<file path="config.mk">
export PLATFORM = sky130hd
export DESIGN_NAME = mem_access_unit
export DESIGN_NICKNAME = d
export VERILOG_FILES = /design/src/rtl/mem_pkg.sv /design/src/rtl/mem_load_ext.sv /design/src/rtl/mem_access_unit.sv
export SDC_FILE = /design/constraint.sdc
export NUM_CORES = 1
export LEC_CHECK = 0
export BUFFER_PORTS_ARGS = -buffer_cell sky130_fd_sc_hd__buf_2
export CORE_MARGIN = 5
export CORE_UTILIZATION = 24
export CTS_CLUSTER_SIZE = 12
export DETAILED_ROUTE_END_ITERATION = 8
export PLACE_DENSITY = 0.46
export SLEW_MARGIN = 20
export SYNTH_ARGS = -nofsm -noshare
export SYNTH_HDL_FRONTEND = slang
export SYNTH_SLANG_ARGS = --single-unit
</file>
<file path="constraint.sdc">
create_clock -name clk -period 4.8 [get_ports clk]
set_input_delay 0.72 -clock clk [delete_from_list [all_inputs] [get_ports clk]]
set_output_delay 0.72 -clock clk [all_outputs]
set_load 0.01 [all_outputs]
</file>
<file path="src/rtl/mem_pkg.sv">
// Shared encodings and helpers for the memory access unit: size codes, FSM states,
// byte-enable constants and the alignment/lane helpers used by the top level.
package mem_pkg;

    localparam logic [1:0] SZ_BYTE = 2'b00;
    localparam logic [1:0] SZ_HALF = 2'b01;
    localparam logic [1:0] SZ_WORD = 2'b10;

    localparam logic [3:0] BE_ALL = 4'b1111;
    localparam logic [3:0] BE_LO  = 4'b0011;
    localparam logic [3:0] BE_HI  = 4'b1100;

    typedef enum logic [1:0] {
        IDLE = 2'd0,
        REQ  = 2'd1,
        DONE = 2'd2
    } state_t;

    // Reserved size 2'b11 behaves as a word everywhere.
    function automatic logic is_misaligned(input logic [1:0] size, input logic [1:0] lo);
        case (size)
            SZ_BYTE: return 1'b0;
            SZ_HALF: return lo[0];
            default: return lo != 2'b00;
        endcase
    endfunction

    function automatic logic [1:0] align_lo(input logic [1:0] size, input logic [1:0] lo);
        case (size)
            SZ_BYTE: return lo;
            SZ_HALF: return {lo[1], 1'b0};
            default: return 2'b00;
        endcase
    endfunction

    function automatic logic [3:0] byte_enable(input logic [1:0] size, input logic [1:0] lo);
        case (size)
            SZ_BYTE: return 4'b0001 << lo;
            SZ_HALF: return lo[1] ? BE_HI : BE_LO;
            default: return BE_ALL;
        endcase
    endfunction

    function automatic logic [31:0] lane_data(input logic [1:0] size, input logic [31:0] wdata);
        case (size)
            SZ_BYTE: return {4{wdata[7:0]}};
            SZ_HALF: return {2{wdata[15:0]}};
            default: return wdata;
        endcase
    endfunction

endpackage

</file>
<file path="src/rtl/mem_load_ext.sv">
// Load formatter: picks the addressed byte/half lane out of a bus word and
// sign- or zero-extends it to 32 bits. Purely combinational.
module mem_load_ext
    import mem_pkg::*;
(
    input  logic [31:0] rdata,
    input  logic [1:0]  lo,
    input  logic [1:0]  size,
    input  logic        sign,
    output logic [31:0] result
);

    logic [7:0]  sel_byte;
    logic [15:0] sel_half;

    always_comb begin
        sel_byte = rdata[7:0];
        case (lo)
            2'd1:    sel_byte = rdata[15:8];
            2'd2:    sel_byte = rdata[23:16];
            2'd3:    sel_byte = rdata[31:24];
            default: sel_byte = rdata[7:0];
        endcase
        sel_half = lo[1] ? rdata[31:16] : rdata[15:0];

        case (size)
            SZ_BYTE: result = sign ? {{24{sel_byte[7]}}, sel_byte} : {24'h0, sel_byte};
            SZ_HALF: result = sign ? {{16{sel_half[15]}}, sel_half} : {16'h0, sel_half};
            default: result = rdata;
        endcase
    end

endmodule

</file>
<file path="src/rtl/mem_access_unit.sv">
// M-stage to bus bridge: one req/ack transaction per access, with lane steering and a
// REQ-cycle timeout. Define MEM_MISALIGN_EXC_EN to trap misaligned accesses instead of masking.
module mem_access_unit
    import mem_pkg::*;
#(
    parameter int ADDR_W      = 32,
    parameter int BUS_TIMEOUT = 255
) (
    input  logic              clk,
    input  logic              rst,
    input  logic              mem_req_i,
    input  logic              mem_we_i,
    input  logic [1:0]        mem_size_i,
    input  logic              mem_sign_i,
    input  logic [ADDR_W-1:0] mem_addr_i,
    input  logic [31:0]       mem_wdata_i,
    output logic [31:0]       mem_rdata_o,
    output logic              mem_stall_o,
    output logic              bus_err_o,
    output logic              addr_err_o,
    output logic [ADDR_W-1:0] bad_addr_o,
    output logic              bus_req_o,
    output logic              bus_we_o,
    output logic [3:0]        bus_be_o,
    output logic [ADDR_W-1:0] bus_addr_o,
    output logic [31:0]       bus_wdata_o,
    input  logic              bus_ack_i,
    input  logic [31:0]       bus_rdata_i
);

    localparam int CNT_W = (BUS_TIMEOUT > 1) ? $clog2(BUS_TIMEOUT + 1) : 1;

    state_t           state, state_next;
    logic [CNT_W-1:0] cnt;
    logic [1:0]       size_q;
    logic             sign_q;
    logic [1:0]       lo_q;
    logic [1:0]       lo_aligned;
    logic             accept;
    logic             timeout;
    logic [31:0]      load_result;

    assign lo_aligned = align_lo(mem_size_i, mem_addr_i[1:0]);

`ifdef MEM_MISALIGN_EXC_EN
    logic misaligned;
    assign misaligned = is_misaligned(mem_size_i, mem_addr_i[1:0]);
    assign accept     = mem_req_i && !misaligned;
    assign addr_err_o = (state == IDLE) && mem_req_i && misaligned;
    assign bad_addr_o = addr_err_o ? mem_addr_i : '0;
`else
    assign accept     = mem_req_i;
    assign addr_err_o = 1'b0;
    assign bad_addr_o = '0;
`endif

    // Timeout fires on the BUS_TIMEOUT-th consecutive REQ cycle that sees no ack.
    generate
        if (BUS_TIMEOUT != 0) begin : g_timeout
            assign timeout = !bus_ack_i && (cnt == CNT_W'(BUS_TIMEOUT - 1));
        end else begin : g_no_timeout
            assign timeout = 1'b0;
        end
    endgenerate

    mem_load_ext u_load_ext (
        .rdata  (bus_rdata_i),
        .lo     (lo_q),
        .size   (size_q),
        .sign   (sign_q),
        .result (load_result)
    );

    assign bus_req_o = (state == REQ);

    always_comb begin
        state_next  = state;
        mem_stall_o = 1'b0;
        case (state)
            IDLE: begin
                if (accept) begin
                    mem_stall_o = 1'b1;
                    state_next  = REQ;
                end
            end
            REQ: begin
                mem_stall_o = 1'b1;
                if (bus_ack_i || timeout) state_next = DONE;
            end
            DONE:    state_next = IDLE;
            default: state_next = IDLE;
        endcase
    end

    always_ff @(posedge clk) begin
        if (rst) begin
            state       <= IDLE;
            cnt         <= '0;
            bus_we_o    <= 1'b0;
            bus_be_o    <= '0;
            bus_addr_o  <= '0;
            bus_wdata_o <= '0;
            mem_rdata_o <= '0;
            bus_err_o   <= 1'b0;
            size_q      <= SZ_BYTE;
            sign_q      <= 1'b0;
            lo_q        <= 2'b00;
        end else begin
            state     <= state_next;
            bus_err_o <= 1'b0;
            case (state)
                IDLE: begin
                    if (accept) begin
                        bus_addr_o  <= {mem_addr_i[ADDR_W-1:2], 2'b00};
                        bus_be_o    <= byte_enable(mem_size_i, lo_aligned);
                        bus_wdata_o <= lane_data(mem_size_i, mem_wdata_i);
                        bus_we_o    <= mem_we_i;
                        size_q      <= mem_size_i;
                        sign_q      <= mem_sign_i;
                        lo_q        <= lo_aligned;
                        cnt         <= '0;
                    end
                end
                REQ: begin
                    if (bus_ack_i) begin
                        if (!bus_we_o) mem_rdata_o <= load_result;
                    end else if (timeout) begin
                        bus_err_o   <= 1'b1;
                        mem_rdata_o <= '0;
                    end else begin
                        cnt <= cnt + CNT_W'(1);
                    end
                end
                default: ;
            endcase
        end
    end

endmodule

</file>
Word level (Yosys, flattened, before mapping)
Index checks and enable logic that the tools add are counted.
Operators by class
  equal/unequal tests: 12
  mux-type cells: 22
  $add $sub $neg: 1
  shifts and indexed selects: 1
  reduce and logical (&&, ||, !) cells: 13
  bitwise logic cells: 1
Operators by type and width (number)
  two-way mux 32 bit: 5
  case mux 32 bit (2 select lines): 2
  two-way mux 8 bit: 3
  case mux 8 bit (3 select lines): 1
  two-way mux 16 bit: 1
  case mux 8 bit (2 select lines): 1
  adder 8 x 1 -> 8 bit, second input constant: 1
  == test 2 x 1 -> 1 bit, second input constant: 4
  == test 8 bit, second input constant: 1
  inequality test 2 bit, second input constant: 4
  case mux 2 bit (2 select lines): 2
  case mux 4 bit (2 select lines): 1
  logical NOT 2 bit: 3
  == test 2 bit, second input constant: 2
  two-way mux 2 bit: 2
  two-way mux 4 bit: 1
  AND reduction 2 bit: 2
  AND reduction 4 bit: 1
  nonzero test 2 bit: 2
  << shifter 1 x 2 -> 4 bit, first input constant: 1
  AND reduction 3 bit: 1
  OR reduction 3 bit: 1
  two-way mux 1 bit: 2
  inequality test 2 x 1 -> 1 bit, second input constant: 1
  other kinds (5): 5
Word-level totals
  input port bits: 104
  register bits after elaboration: 115

Depth between registers and ports, before layout
  word-level depth: 6
  gate-level depth with buffers: 7
  gate-level depth less buffers: 6

By module
From an unflattened synthesis, not the netlist that was laid out.
Second synthesis, totals
  cells, all modules: 658
  area, all modules: 5614.1 µm²
Modules (own cells, without submodules)
  mem_access_unit: cells an instance 525, sequential area each 2302.2 µm², area each 4590.7 µm², instances 1
  mem_load_ext: cells an instance 133, sequential area each 0.0 µm², area each 1023.5 µm², instances 1

Worst setup path before layout
Ideal clock, no wire load.
  path type: in2reg
  start: in bus_rdata_i[31]
  end: reg mem_rdata_o[10]
  cell stages on the path: 4
  buffers on the path: 0
  data arrival time: 1.811 ns
  required time: 4.683 ns
  slack: 2.872 ns
  cell sequence: mux4_2 > a31oi_4 > o21ai_1 > a32o_1
On the way
  word-level cells in the longest chain between the ends: 5
RTL lines
  from (decl): line mem_access_unit.sv:28  | input logic [31:0] bus_rdata_i
  case mux 8 bit (3 select lines): line mem_load_ext.sv:18  | case (lo)
  two-way mux 32 bit: line mem_load_ext.sv:27  | SZ_BYTE: result = sign ? {{24{sel_byte[7]}}, sel_byte} : {24'h0, sel_byte};
  case mux 32 bit (2 select lines): line mem_load_ext.sv:26  | case (size)
  two-way mux 32 bit: line mem_access_unit.sv:126  | if (!bus_we_o) mem_rdata_o <= load_result;
  two-way mux 32 bit: line mem_access_unit.sv:125  | if (bus_ack_i) begin
  to (signal assigned): line mem_access_unit.sv:126
  to (decl): line mem_access_unit.sv:17  | output logic [31:0] mem_rdata_o,
No other way between the ends. The select of a mux whose other input is x is not followed.
A chain may end at the register's enable or synchronous reset.

Worst setup path after layout
  start: reg lo_q[1]
  end: reg mem_rdata_o[25]
On the way
  word-level cells in the longest chain between the ends: 6
RTL lines
  from (decl): line mem_access_unit.sv:37  | logic [1:0] lo_q;
  from (signal assigned): line mem_access_unit.sv:120  | lo_q <= lo_aligned;
  == test 2 bit / == test 2 x 1 -> 1 bit (equally long branches): line mem_load_ext.sv:18
  case mux 8 bit (3 select lines): line mem_load_ext.sv:18
  two-way mux 32 bit: line mem_load_ext.sv:27
  case mux 32 bit (2 select lines) (*): line mem_load_ext.sv:26
  two-way mux 32 bit (*): line mem_access_unit.sv:126
  two-way mux 32 bit (*): line mem_access_unit.sv:125
Every way passes the cells marked *; elsewhere a longest branch is shown, timed or not. The select of a mux whose other input is x is not followed.

==> reports/qor.yml <==
timing:
  finalCritPeriodShare_pct: 47.5
  tightest_slew_ns: 0.922
  final_max_slew_viol_count: 0
  finalSetupViolCount: 0
  clock_skew_ns: 0.00872
  rsz0062_at_grt: "no"
  fin_setup_tns_ns: 0
  fin_hold_ws_ns: 0.453
  fin_crit_ns: 2.28
  hold_violations: 0
  fmax_mhz: 438
  slew_headroom_pct: 38.5
drt:
  drtIter0Drc: 191
  vias: 4963
  drc: 0
  avgRoutedWirePerCell_um: 16.0
  ant_nets: 0
  drt_wl_total_um: 17700
  via_per_inst: 4.49
  first_pass_iters: 5
setup_path:
  cp-end-kind: "register"
  setup.worst_path.start: "lo_q[1]"
  cp.arrival_ns: 2.63
  path_max_fanout: 18
  timing.rr.end: "mem_rdata_o[25]"
  rrSetupSlack_ns: 2.52
  worstSetupPathType: "reg -> reg"
  slowest_delay_ns: 0.82
  required_ns: 5.15
  critical_path.startpoint_type: "register"
  slowest_stage: "dfxtp_1"
  path_cells: "mux4_2 > nand2_4 > a221oi_4 > a22o_1"
  r2r_cells: 4
  r2r_start: "lo_q[1]"
  cp-endpoint: "mem_rdata_o[25]"
clock_network:
  clockRootBuffer: "clkbuf_16"
  cts_max_path_buffers: 2
  htree_levels: 4
  post_cts_resized: 0
  clock_latency_ns: 0.41
  cts_setup_buffers: 0
  cts_num_sinks: 115
  ctsHoldBuffers: 0
  path_clk_slew_ns: 0.05
  numCtsBuffers: 17
  cts_tree: "built"
floorplan:
  fp.dieW_um: 159
  ios: 241
  die_h_um: 159
  die_area_mm2: 0.0252
  start_util_pct: 24.3
  fp-row-count: 54
  core-area_mm2: 0.0218
yosys:
  synth_cell_type_count: 54
  netlist_area_mm2: 0.00530
  synth-seq-cells: 115
  synth_area_leaders: "dfxtp_1 43%, nand2_1 9.1%, a21oi_1 5.9%"
  synth_top_family_by_area: "compound AO/OA/AOI/OAI gates"
  synth_compound_area_share_pct: 22.1
  avgSynthCellArea_um2: 8.43
  synth_edf_count: 0
  synth.area.mux_share_pct: 5.00
  yosys.area.top_type: "dfxtp_1"
  synth_simple_gate_area_share_pct: 19.3
  async_flop_share_pct: 0
  synthAdderAreaFrac_pct: 0.472
  yosysTopAreaCellShare_pct: 43.4
  synthCells: 629
  synthFlopType: "dfxtp_1"
  synthXorXnorAreaFrac_pct: 0.165
  yosysWarnings: 0
  synth-seq-area-share_pct: 43.4
global_routing:
  grtUsageTotal_pct: 13.8
  overflow: 0
  grt_pass1_vias: 4932
  grt_max_degree: 89
  grt_first_pass_wirelength_um: 27200
  antenna_found_initial: 4
power_and_ir_drop:
  power.density_mw_per_mm2: 389
  leakagePower_uw: 0.00312
  internal_power_uw: 1980
  switchingPower_uw: 749
  p_comb_share_pct: 13.1
  seqPwrFrac_pct: 38.1
  ir_drop_mv: 0.202
  power_uw: 2730
  p_clk_share_pct: 48.8
  swShare_pct: 27.4
placement:
  dp_hpwl_um: 12500
  portBuffers: 205
  gp_congestion: 0.734
run:
  cap_violations: 0
status:
  status: "finished, final reports clean"
cells_and_area:
  layout_commonest_cell: "buf_2"
  drive_gt1_share_pct: 30.8
  area_growth_pct: 32.4
  mostFrequentLayoutCells: "205 x buf_2, 128 x nand2_1, 115 x dfxtp_1"
  nets: 917
worst_hold_path:
  hold_class: "reg -> reg"
  hp-start: "bus_addr_o[2]"
metal layers:
layer	vias up	global-route usage, %	share of wire [%]
li1	2504	-	-
met1	2256	17.5	44
met2	176	21.5	45
met3	19	5.82	9.9
met4	8	4.06	0.89
met5	-	0	0.30
worst min path at each step:
| stage | endpoint | slack, ns | cells past startpoint |
|---|---|---|---|
| floorplan | cnt[5] | 0.44 | 2 |
| global route | bus_addr_o[25] | 0.47 | 2 |
| CTS | bus_addr_o[14] | 0.45 | 2 |
| global placement | bus_wdata_o[7] | 0.44 | 2 |
| detailed placement | bus_addr_o[14] | 0.44 | 2 |
| finish | bus_addr_o[2] | 0.45 | 2 |
cells in the mapped netlist (all sizes together), types with 10 or more instances:
library cell	n
dfxtp	115
o21ai	36
a22o	19
nor3	10
buf	49
nor2	28
mux2i	22
nand2b	28
a211oi	16
nand2	129
clkbuf	33
a21oi	62
a32o	13
flip-flops by register name, indices dropped and copies added, names as in the netlist, 2 cells and up:
signal / flops
bus_wdata_o: 32
mem_rdata_o: 32
bus_addr_o: 30
cnt: 8
bus_be_o: 4
lo_q: 2
size_q: 2
state: 2
stage by stage:
step / area (um^2) / setup slack (ns) / util (%) / instances
final: 7020 / 2.52 / 32.2 / 1105
after global routing: 7020 / 2.30 / 32.2 / 1104
after CTS: 7020 / 2.48 / 32.2 / 1104
after floorplan: 5430 / 2.87 / - / 663
after detailed placement: 6400 / 2.30 / 29.3 / 1072
after global placement: 6400 / 2.29 / 29.3 / 1072
cells by family after synthesis:
family,after synthesis
other cells,1
flops,115
compound gates,173
mux,25
buf+inv,90
fa+ha+maj,2
simple gates,222
xor+xnor,1
layout make-up:
class / count / area (um^2)
Multi-Input combinational cell: 458 / 2650
Clock inverter: 14 / 176
Tap cell: 280 / 350
Sequential cell: 115 / 2300
Inverter: 8 / 31.3
Clock buffer: 18 / 439
Antenna cell: 1 / 2.50
Timing Repair Buffer: 211 / 1070
Fill cell: 2366 / 14800
power groups by stage:
stage          combinational (uW)  sequential [uW]  clock (uW)
4_1_cts                       365             1040        1370
6_report                      357             1040        1330
2_1_floorplan                 209             1080           0
3_3_place_gp                  364             1060           0
5_1_grt                       401             1050        1420
3_5_place_dp                  364             1060           0
worst max-delay path, delay by kind of cell (launching register included):
| kind | cells | cell delay [ns] |
|---|---|---|
| DFF | 1 | 0.82 |
| muxes | 1 | 0.45 |
| and+or+nand+nor | 1 | 0.07 |
| AOI/OAI and AO/OA | 2 | 0.86 |
No activity file was read; power rests on OpenSTA's default activity.
